$ cat src/rtl/pa_fpu_arb_pkg.sv
// rtl/pa_fpu_arb_pkg.sv - shared types for the two-requester rvfpm XIF arbiter
package pa_fpu_arb;

  localparam int NUM_REQ   = 2;
  localparam int ORIG_ID_W = 16;

  typedef enum logic {
    ST_ARB  = 1'b0,
    ST_LOCK = 1'b1
  } arb_state_e;

  // orig_id is stored zero-extended so the struct does not depend on block parameters
  typedef struct packed {
    logic                 valid;
    logic                 owner;
    logic [ORIG_ID_W-1:0] orig_id;
    logic                 committed;
  } slot_t;

endpackage

$ cat src/rtl/fpu_slot_table.sv
// rtl/fpu_slot_table.sv - FPU-side ID slot table with lowest-free allocator and (owner, orig_id) CAM
module fpu_slot_table
  import pa_fpu_arb::*;
#(
  parameter int SLOT_W       = 4,
  parameter int REQ_ID_WIDTH = 4
) (
  input  logic                    ck,
  input  logic                    rst,
  input  logic                    alloc_en,
  input  logic                    alloc_owner,
  input  logic [REQ_ID_WIDTH-1:0] alloc_orig_id,
  output logic [SLOT_W-1:0]       alloc_idx,
  output logic                    full,
  input  logic                    free_a_en,
  input  logic [SLOT_W-1:0]       free_a_idx,
  input  logic                    free_b_en,
  input  logic [SLOT_W-1:0]       free_b_idx,
  input  logic                    cmt_en,
  input  logic [SLOT_W-1:0]       cmt_idx,
  input  logic                    iss_owner,
  input  logic [REQ_ID_WIDTH-1:0] iss_orig_id,
  output logic                    iss_hit,
  input  logic                    cam_owner,
  input  logic [REQ_ID_WIDTH-1:0] cam_orig_id,
  output logic                    cam_hit,
  output logic [SLOT_W-1:0]       cam_idx,
  input  logic [SLOT_W-1:0]       rd_idx,
  output slot_t                   rd_entry,
  output logic [SLOT_W:0]         occupancy
);

  localparam int NUM_SLOTS = 2 ** SLOT_W;

  slot_t slots [NUM_SLOTS];

  // descending scan so the lowest free index wins
  always_comb begin
    alloc_idx = '0;
    full      = 1'b1;
    for (int i = NUM_SLOTS - 1; i >= 0; i--) begin
      if (!slots[i].valid) begin
        alloc_idx = SLOT_W'(i);
        full      = 1'b0;
      end
    end
  end

  always_comb begin
    iss_hit   = 1'b0;
    cam_hit   = 1'b0;
    cam_idx   = '0;
    occupancy = '0;
    for (int i = 0; i < NUM_SLOTS; i++) begin
      occupancy = occupancy + (SLOT_W + 1)'(slots[i].valid);
      if (slots[i].valid && slots[i].owner == iss_owner &&
          slots[i].orig_id == ORIG_ID_W'(iss_orig_id))
        iss_hit = 1'b1;
      if (slots[i].valid && slots[i].owner == cam_owner &&
          slots[i].orig_id == ORIG_ID_W'(cam_orig_id)) begin
        cam_hit = 1'b1;
        cam_idx = SLOT_W'(i);
      end
    end
  end

  assign rd_entry = slots[rd_idx];

  // alloc_idx comes from the pre-free view, so it never collides with a slot freed this cycle
  always_ff @(posedge ck or posedge rst) begin
    if (rst) begin
      for (int i = 0; i < NUM_SLOTS; i++) slots[i] <= '0;
    end else begin
      if (cmt_en) slots[cmt_idx].committed <= 1'b1;
      if (free_a_en) slots[free_a_idx] <= '0;
      if (free_b_en) slots[free_b_idx] <= '0;
      if (alloc_en) begin
        slots[alloc_idx].valid     <= 1'b1;
        slots[alloc_idx].owner     <= alloc_owner;
        slots[alloc_idx].orig_id   <= ORIG_ID_W'(alloc_orig_id);
        slots[alloc_idx].committed <= 1'b0;
      end
    end
  end

endmodule

$ cat src/rtl/fpu_xif_arbiter.sv
// rtl/fpu_xif_arbiter.sv - shares one rvfpm XIF coprocessor between two requesters
module fpu_xif_arbiter
  import pa_fpu_arb::*;
#(
  parameter int X_ID_WIDTH   = 4,
  parameter int REQ_ID_WIDTH = 4,
  parameter int XLEN         = 32
) (
  input  logic                         ck,
  input  logic                         rst,
  input  logic [NUM_REQ-1:0]           req_issue_valid,
  output logic [NUM_REQ-1:0]           req_issue_ready,
  input  logic [2*XLEN-1:0]            req_instr,
  input  logic [6*XLEN-1:0]            req_rs,
  input  logic [3:0]                   req_mode,
  input  logic [2*REQ_ID_WIDTH-1:0]    req_id,
  output logic [NUM_REQ-1:0]           req_accept,
  input  logic [NUM_REQ-1:0]           req_commit_valid,
  input  logic [NUM_REQ-1:0]           req_commit_kill,
  input  logic [2*REQ_ID_WIDTH-1:0]    req_commit_id,
  output logic [NUM_REQ-1:0]           req_result_valid,
  input  logic [NUM_REQ-1:0]           req_result_ready,
  output logic [REQ_ID_WIDTH-1:0]      req_result_id,
  output logic [XLEN-1:0]              req_result_data,
  output logic [4:0]                   req_result_rd,
  output logic                         req_result_we,
  output logic                         fpu_issue_valid,
  input  logic                         fpu_issue_ready,
  output logic [XLEN-1:0]              fpu_instr,
  output logic [3*XLEN-1:0]            fpu_rs,
  output logic [1:0]                   fpu_mode,
  output logic [X_ID_WIDTH-1:0]        fpu_id,
  input  logic                         fpu_accept,
  input  logic                         fpu_loadstore,
  output logic                         fpu_commit_valid,
  output logic                         fpu_commit_kill,
  output logic [X_ID_WIDTH-1:0]        fpu_commit_id,
  input  logic                         fpu_result_valid,
  output logic                         fpu_result_ready,
  input  logic [X_ID_WIDTH-1:0]        fpu_result_id,
  input  logic [XLEN-1:0]              fpu_result_data,
  input  logic [4:0]                   fpu_result_rd,
  input  logic                         fpu_result_we,
  output logic [X_ID_WIDTH:0]          occupancy,
  output logic                         err_unmatched,
  output logic                         err_commit_ovf
);

  arb_state_e state_q, state_d;
  logic rr_q, rr_d, gnt_q, gnt_d;
  logic granted, gnt, blocked, full, issue_hit, iss_hs, acc_fwd, alloc_en, rdy_fwd;
  logic [X_ID_WIDTH-1:0]   alloc_idx;
  logic [REQ_ID_WIDTH-1:0] gnt_id;

  logic [NUM_REQ-1:0]      pend_v_q, pend_kill_q, drain_oh;
  logic [REQ_ID_WIDTH-1:0] pend_id_q [NUM_REQ];
  logic                    last_srv_q, drain_any, drain_sel, cam_hit;
  logic [X_ID_WIDTH-1:0]   cam_idx;

  slot_t rd_entry;
  logic  res_route, res_drop, res_hs, unused_entry;

  always_comb begin
    granted = 1'b0;
    gnt     = 1'b0;
    if (state_q == ST_LOCK) begin
      granted = 1'b1;
      gnt     = gnt_q;
    end else begin
      granted = |req_issue_valid;
      gnt     = (&req_issue_valid) ? rr_q : req_issue_valid[1];
    end
  end

  assign gnt_id          = gnt ? req_id[2*REQ_ID_WIDTH-1:REQ_ID_WIDTH] : req_id[REQ_ID_WIDTH-1:0];
  assign blocked         = full | issue_hit;
  assign rdy_fwd         = fpu_issue_ready & ~blocked;
  assign fpu_issue_valid = granted & req_issue_valid[gnt] & ~blocked;
  assign req_issue_ready = granted ? (gnt ? {rdy_fwd, 1'b0} : {1'b0, rdy_fwd}) : 2'b00;
  // requester 1 has no memory channel, so its loadstore offloads are refused
  assign acc_fwd         = fpu_accept & ~(gnt & fpu_loadstore);
  assign req_accept      = granted ? (gnt ? {acc_fwd, 1'b0} : {1'b0, acc_fwd}) : 2'b00;
  assign iss_hs          = fpu_issue_valid & fpu_issue_ready;
  assign alloc_en        = iss_hs & acc_fwd;
  assign fpu_id          = alloc_idx;
  assign fpu_instr       = gnt ? req_instr[2*XLEN-1:XLEN] : req_instr[XLEN-1:0];
  assign fpu_rs          = gnt ? req_rs[6*XLEN-1:3*XLEN] : req_rs[3*XLEN-1:0];
  assign fpu_mode        = gnt ? req_mode[3:2] : req_mode[1:0];

  always_comb begin
    state_d = state_q;
    rr_d    = rr_q;
    gnt_d   = gnt_q;
    if (iss_hs) begin
      state_d = ST_ARB;
      rr_d    = ~gnt;
    end else if (granted) begin
      state_d = ST_LOCK;
      gnt_d   = gnt;
    end
  end

  always_ff @(posedge ck or posedge rst) begin
    if (rst) begin
      state_q <= ST_ARB;
      rr_q    <= 1'b0;
      gnt_q   <= 1'b0;
    end else begin
      state_q <= state_d;
      rr_q    <= rr_d;
      gnt_q   <= gnt_d;
    end
  end

  assign drain_any        = |pend_v_q;
  assign drain_sel        = (&pend_v_q) ? ~last_srv_q : pend_v_q[1];
  assign drain_oh         = drain_any ? (drain_sel ? 2'b10 : 2'b01) : 2'b00;
  assign fpu_commit_valid = drain_any & cam_hit;
  assign fpu_commit_kill  = fpu_commit_valid & pend_kill_q[drain_sel];
  assign fpu_commit_id    = cam_idx;

  assign res_route        = fpu_result_valid & rd_entry.valid;
  assign res_drop         = fpu_result_valid & ~rd_entry.valid;
  assign res_hs           = res_route & req_result_ready[rd_entry.owner];
  assign fpu_result_ready = res_drop | res_hs;
  assign req_result_valid = res_route ? (rd_entry.owner ? 2'b10 : 2'b01) : 2'b00;
  assign req_result_id    = res_route ? rd_entry.orig_id[REQ_ID_WIDTH-1:0] : '0;
  assign req_result_data  = res_route ? fpu_result_data : '0;
  assign req_result_rd    = res_route ? fpu_result_rd : '0;
  assign req_result_we    = res_route & fpu_result_we;
  assign unused_entry     = ^rd_entry;

  always_ff @(posedge ck or posedge rst) begin
    if (rst) begin
      pend_v_q       <= '0;
      pend_kill_q    <= '0;
      last_srv_q     <= 1'b1;
      err_unmatched  <= 1'b0;
      err_commit_ovf <= 1'b0;
      for (int r = 0; r < NUM_REQ; r++) pend_id_q[r] <= '0;
    end else begin
      for (int r = 0; r < NUM_REQ; r++) begin
        if (req_commit_valid[r] && pend_v_q[r] && !drain_oh[r]) begin
          err_commit_ovf <= 1'b1;
        end else if (req_commit_valid[r]) begin
          pend_v_q[r]    <= 1'b1;
          pend_kill_q[r] <= req_commit_kill[r];
          pend_id_q[r]   <= req_commit_id[r*REQ_ID_WIDTH +: REQ_ID_WIDTH];
        end else if (drain_oh[r]) begin
          pend_v_q[r] <= 1'b0;
        end
      end
      if (drain_any) last_srv_q <= drain_sel;
      if ((drain_any && !cam_hit) || res_drop) err_unmatched <= 1'b1;
    end
  end

  fpu_slot_table #(
    .SLOT_W      (X_ID_WIDTH),
    .REQ_ID_WIDTH(REQ_ID_WIDTH)
  ) u_slots (
    .ck           (ck),
    .rst          (rst),
    .alloc_en     (alloc_en),
    .alloc_owner  (gnt),
    .alloc_orig_id(gnt_id),
    .alloc_idx    (alloc_idx),
    .full         (full),
    .free_a_en    (fpu_commit_kill),
    .free_a_idx   (cam_idx),
    .free_b_en    (res_hs),
    .free_b_idx   (fpu_result_id),
    .cmt_en       (fpu_commit_valid & ~fpu_commit_kill),
    .cmt_idx      (cam_idx),
    .iss_owner    (gnt),
    .iss_orig_id  (gnt_id),
    .iss_hit      (issue_hit),
    .cam_owner    (drain_sel),
    .cam_orig_id  (pend_id_q[drain_sel]),
    .cam_hit      (cam_hit),
    .cam_idx      (cam_idx),
    .rd_idx       (fpu_result_id),
    .rd_entry     (rd_entry),
    .occupancy    (occupancy)
  );

endmodule
$ cat config.mk
export PLATFORM = sky130hd
export DESIGN_NAME = fpu_xif_arbiter
export DESIGN_NICKNAME = d
export VERILOG_FILES = /design/src/rtl/pa_fpu_arb_pkg.sv /design/src/rtl/fpu_slot_table.sv /design/src/rtl/fpu_xif_arbiter.sv
export SDC_FILE = /design/constraint.sdc
export NUM_CORES = 1
export LEC_CHECK = 0
export ABC_AREA = 0
export BUFFER_PORTS_ARGS = -buffer_cell sky130_fd_sc_hd__buf_2
export CORE_AREA = 5 5 204 206
export DETAILED_ROUTE_END_ITERATION = 7
export DIE_AREA = 0 0 209 211
export PLACE_DENSITY_LB_ADDON = 0.3
export SLEW_MARGIN = 20
export SYNTH_ARGS = -nofsm -noshare
export SYNTH_HDL_FRONTEND = slang
export SYNTH_SLANG_ARGS = --single-unit
$ cat constraint.sdc
create_clock -name ck -period 21.8 [get_ports ck]
set_clock_uncertainty 0.15 [all_clocks]
set_input_delay 2.18 -clock ck [delete_from_list [all_inputs] [get_ports ck]]
set_output_delay 2.18 -clock ck [all_outputs]
set_load 0.005 [all_outputs]
==> reports/results.ini <==
[drt]
wl_mm=82.5
wl_per_cell_um=26.5
drt_pass1_iterations=6
via_per_inst=5.94
drtIter0Drc=2123
detail-route-antenna-nets=0
drc=0
vias=18500

[floorplanning]
std_cell_rows=73
dieArea_mm2=0.0441
core_area_mm2=0.0395
die_w_um=209
die_h_um=211
initial_core_util_pct=47.8
io_pins=529

[logic_synthesis]
ys_types=98
syn_nets=2461
synth_edf_count=0
syn_inst=2114
ys.flop_type=dfrtp_1
post-synth-top-count-cell=nand2_1
yosysTopAreaCellShare_pct=40.5
async_reset_ff_share_pct=100
synth_commonest_cells=nand2_1 (472), dfrtp_1 (305), and2_1 (186), clkbuf_1 (93), xnor2_1 (86)
yosysWarnings=0
syn_area_per_cell_um2=8.92
ys_seq_elements=306
synth_area_leaders=dfrtp_1 (40%), nand2_1 (9.4%), and2_1 (6.2%), xnor2_1 (4.0%), mux4_2 (3.6%)
synth_top_area_cell=dfrtp_1
yosysSeqAreaShare_pct=40.6
syn_area_mm2=0.0189

[layout]
multi_input_area_mm2=0.0104
area_growth_pct=21.7
drive_gt1_share_pct=27.4
final_util_pct=58.2
n_fill_cell=3530
nNetsFinal=2905
regArea_mm2=0.00766
final_cells=3112

[sta]
maxSlewHeadroom_pct=31.1
period_share_pct=39.7
whs_ns=0.332
slew_viol_final=0
hold_viol=0
max_freq_ghz=0.116
fin_crit_ns=8.65
setup_viol=0
tightest_slew_ns=1.03
final.setup.tns_ns=0
rsz0062_at_grt=no

[global_route]
grt_antenna_before_repair=11
grt_overflow_total=0
grt_max_degree=104
grt_usage_pct=36.0
grt_pass1_vias=18300
grt_pass1_wl_mm=120

[pwr]
vdd_drop_max_mv=0.0579
p_per_area_mw_per_mm2=112
power.total_mw=2.57
clkPwrFrac_pct=23.4
netSwitchingFraction_pct=44.6
p_leak_nw=11.7
p_seq_share_pct=27.3
p_sw_mw=1.15
power.internal_mw=1.43
p_comb_share_pct=49.3

[clock_network]
clk_path_buf_depth=3
cts_made_buffers=35
postCtsSetupBuffers=0
htree_num_levels=2
clk_latency_ns=0.53
cts_tree=built
cts_resized=0
numClockSinks=306
path_clk_slew_ns=0.05
cts_hold_buf=0
cts_root_buffer=clkbuf_16

[place]
dp_cells=3046
place_congestion=1.07
hpwlAfterDp_mm=65.2
io_buffers=528

[hold_path]
hold_path.class=reg -> reg

[critical_path]
worstPathRequired_ns=19.47
crit_type=in -> out
crit_fanout=80
critPathCaptureType=output pin
start_kind=input port
crit_arrival_ns=6.32

[outcome]
status=finished clean

[run]
cap_violations=0

state kept, by name (all words and copies together), names as in the netlist:
register	cells
err_commit_ovf	1
gnt_q	1
pend_kill_q	2
pend_v_q	2
rr_q	1
state_q	1
last_srv_q	1
pend_id_q	8
u_slots.slots	288
err_unmatched	1
critical path: stages:
cell and delay (ns):
buf_2 0.15, and2b_1 0.25, a21oi_4 0.44, buf_4 0.70, o21ai_2 0.45, xnor2_1 0.24
a41o_1 0.27, nor4_1 0.46, nand4_1 0.28, nor3_1 0.52, o311a_1 0.26, buf_2 0.11
routing by layer:
layer  part of all wire [%]  GRT usage, %  wire (um)
met3                    8.9          7.31       7380
met4                    6.8          19.2       5570
met5                  0.084             0         69
met1                     36          43.3      30000
met2                     48          61.2      39500
kinds of logic after synthesis:
logic type,count (synthesis),share of synthesized area (%)
AO/OA/AOI/OAI,336,13.8
AND/OR/NAND/NOR,1074,28.8
flip-flops,306,40.6
multiplexers,56,5.23
adder cells (fa/ha/maj),15,1.39
XOR/XNOR,123,5.75
buffers and inverters,204,4.38
cell usage in the layout (no fill, tap or decap), drive strengths merged, types with 30 or more instances in the layout:
cell    Yosys  final
buf        46    549
nand2     472    472
dfrtp     305    305
and2      186    186
xnor2      87     87
nor2       81     81
inv        62     65
and3       63     63
nor3       52     52
clkbuf     96     51
o21ai      48     48
nand3      45     45
a21oi      43     43
nor4       39     39
xor2       36     36
a32o       36     36
mux4       30     30
power groups by stage:
stage                     Clock (mW)  Sequential [mW]  Combinational [mW]
after floorplan                    0            0.642               0.785
after global placement             0            0.706                1.24
after detailed placement           0            0.707                1.25
after CTS                      0.607            0.697                1.26
after global routing           0.635            0.703                1.36
final                          0.603            0.703                1.27
area by class of cell:
type | instances | area share, %
clock buffer | 51 | 4.56
tap | 525 | 2.86
antenna | 4 | 0.0436
sequential | 306 | 33.4
timing repair buffer | 549 | 12.2
multi-input combinational | 1604 | 45.3
inverter | 62 | 1.05
clock inverter | 11 | 0.594
path summary, 6_finish.rpt:
kind / cells past startpoint / slack, ns / startpoint / end
setup / recovery: 12 / 13.15 / req_issue_valid[1] / req_issue_ready[0]
hold / removal: 1 / 0.33 / u_slots.slots[127]$_DFF_PP0_ / u_slots.slots[127]$_DFF_PP0_
setup reg to reg: 12 / 16.01 / state_q$_DFFE_PP0P_ / u_slots.slots[78]$_DFF_PP0_
hold reg to reg: 1 / 0.33 / u_slots.slots[127]$_DFF_PP0_ / u_slots.slots[127]$_DFF_PP0_
max in group asynchronous: 4 / 17.58 / rst / u_slots.slots[274]$_DFF_PP0_
min in group asynchronous: 2 / 1.60 / rst / u_slots.slots[238]$_DFF_PP0_
through the flow:
step	setup WS (ns)	cell area, um^2
6_report	13.15	22900
5_1_grt	12.78	22900
4_1_cts	13.20	22900
3_5_place_dp	13.20	21700
3_3_place_gp	13.25	21700
2_1_floorplan	11.01	18900
Power figures use the tool's default switching activity.
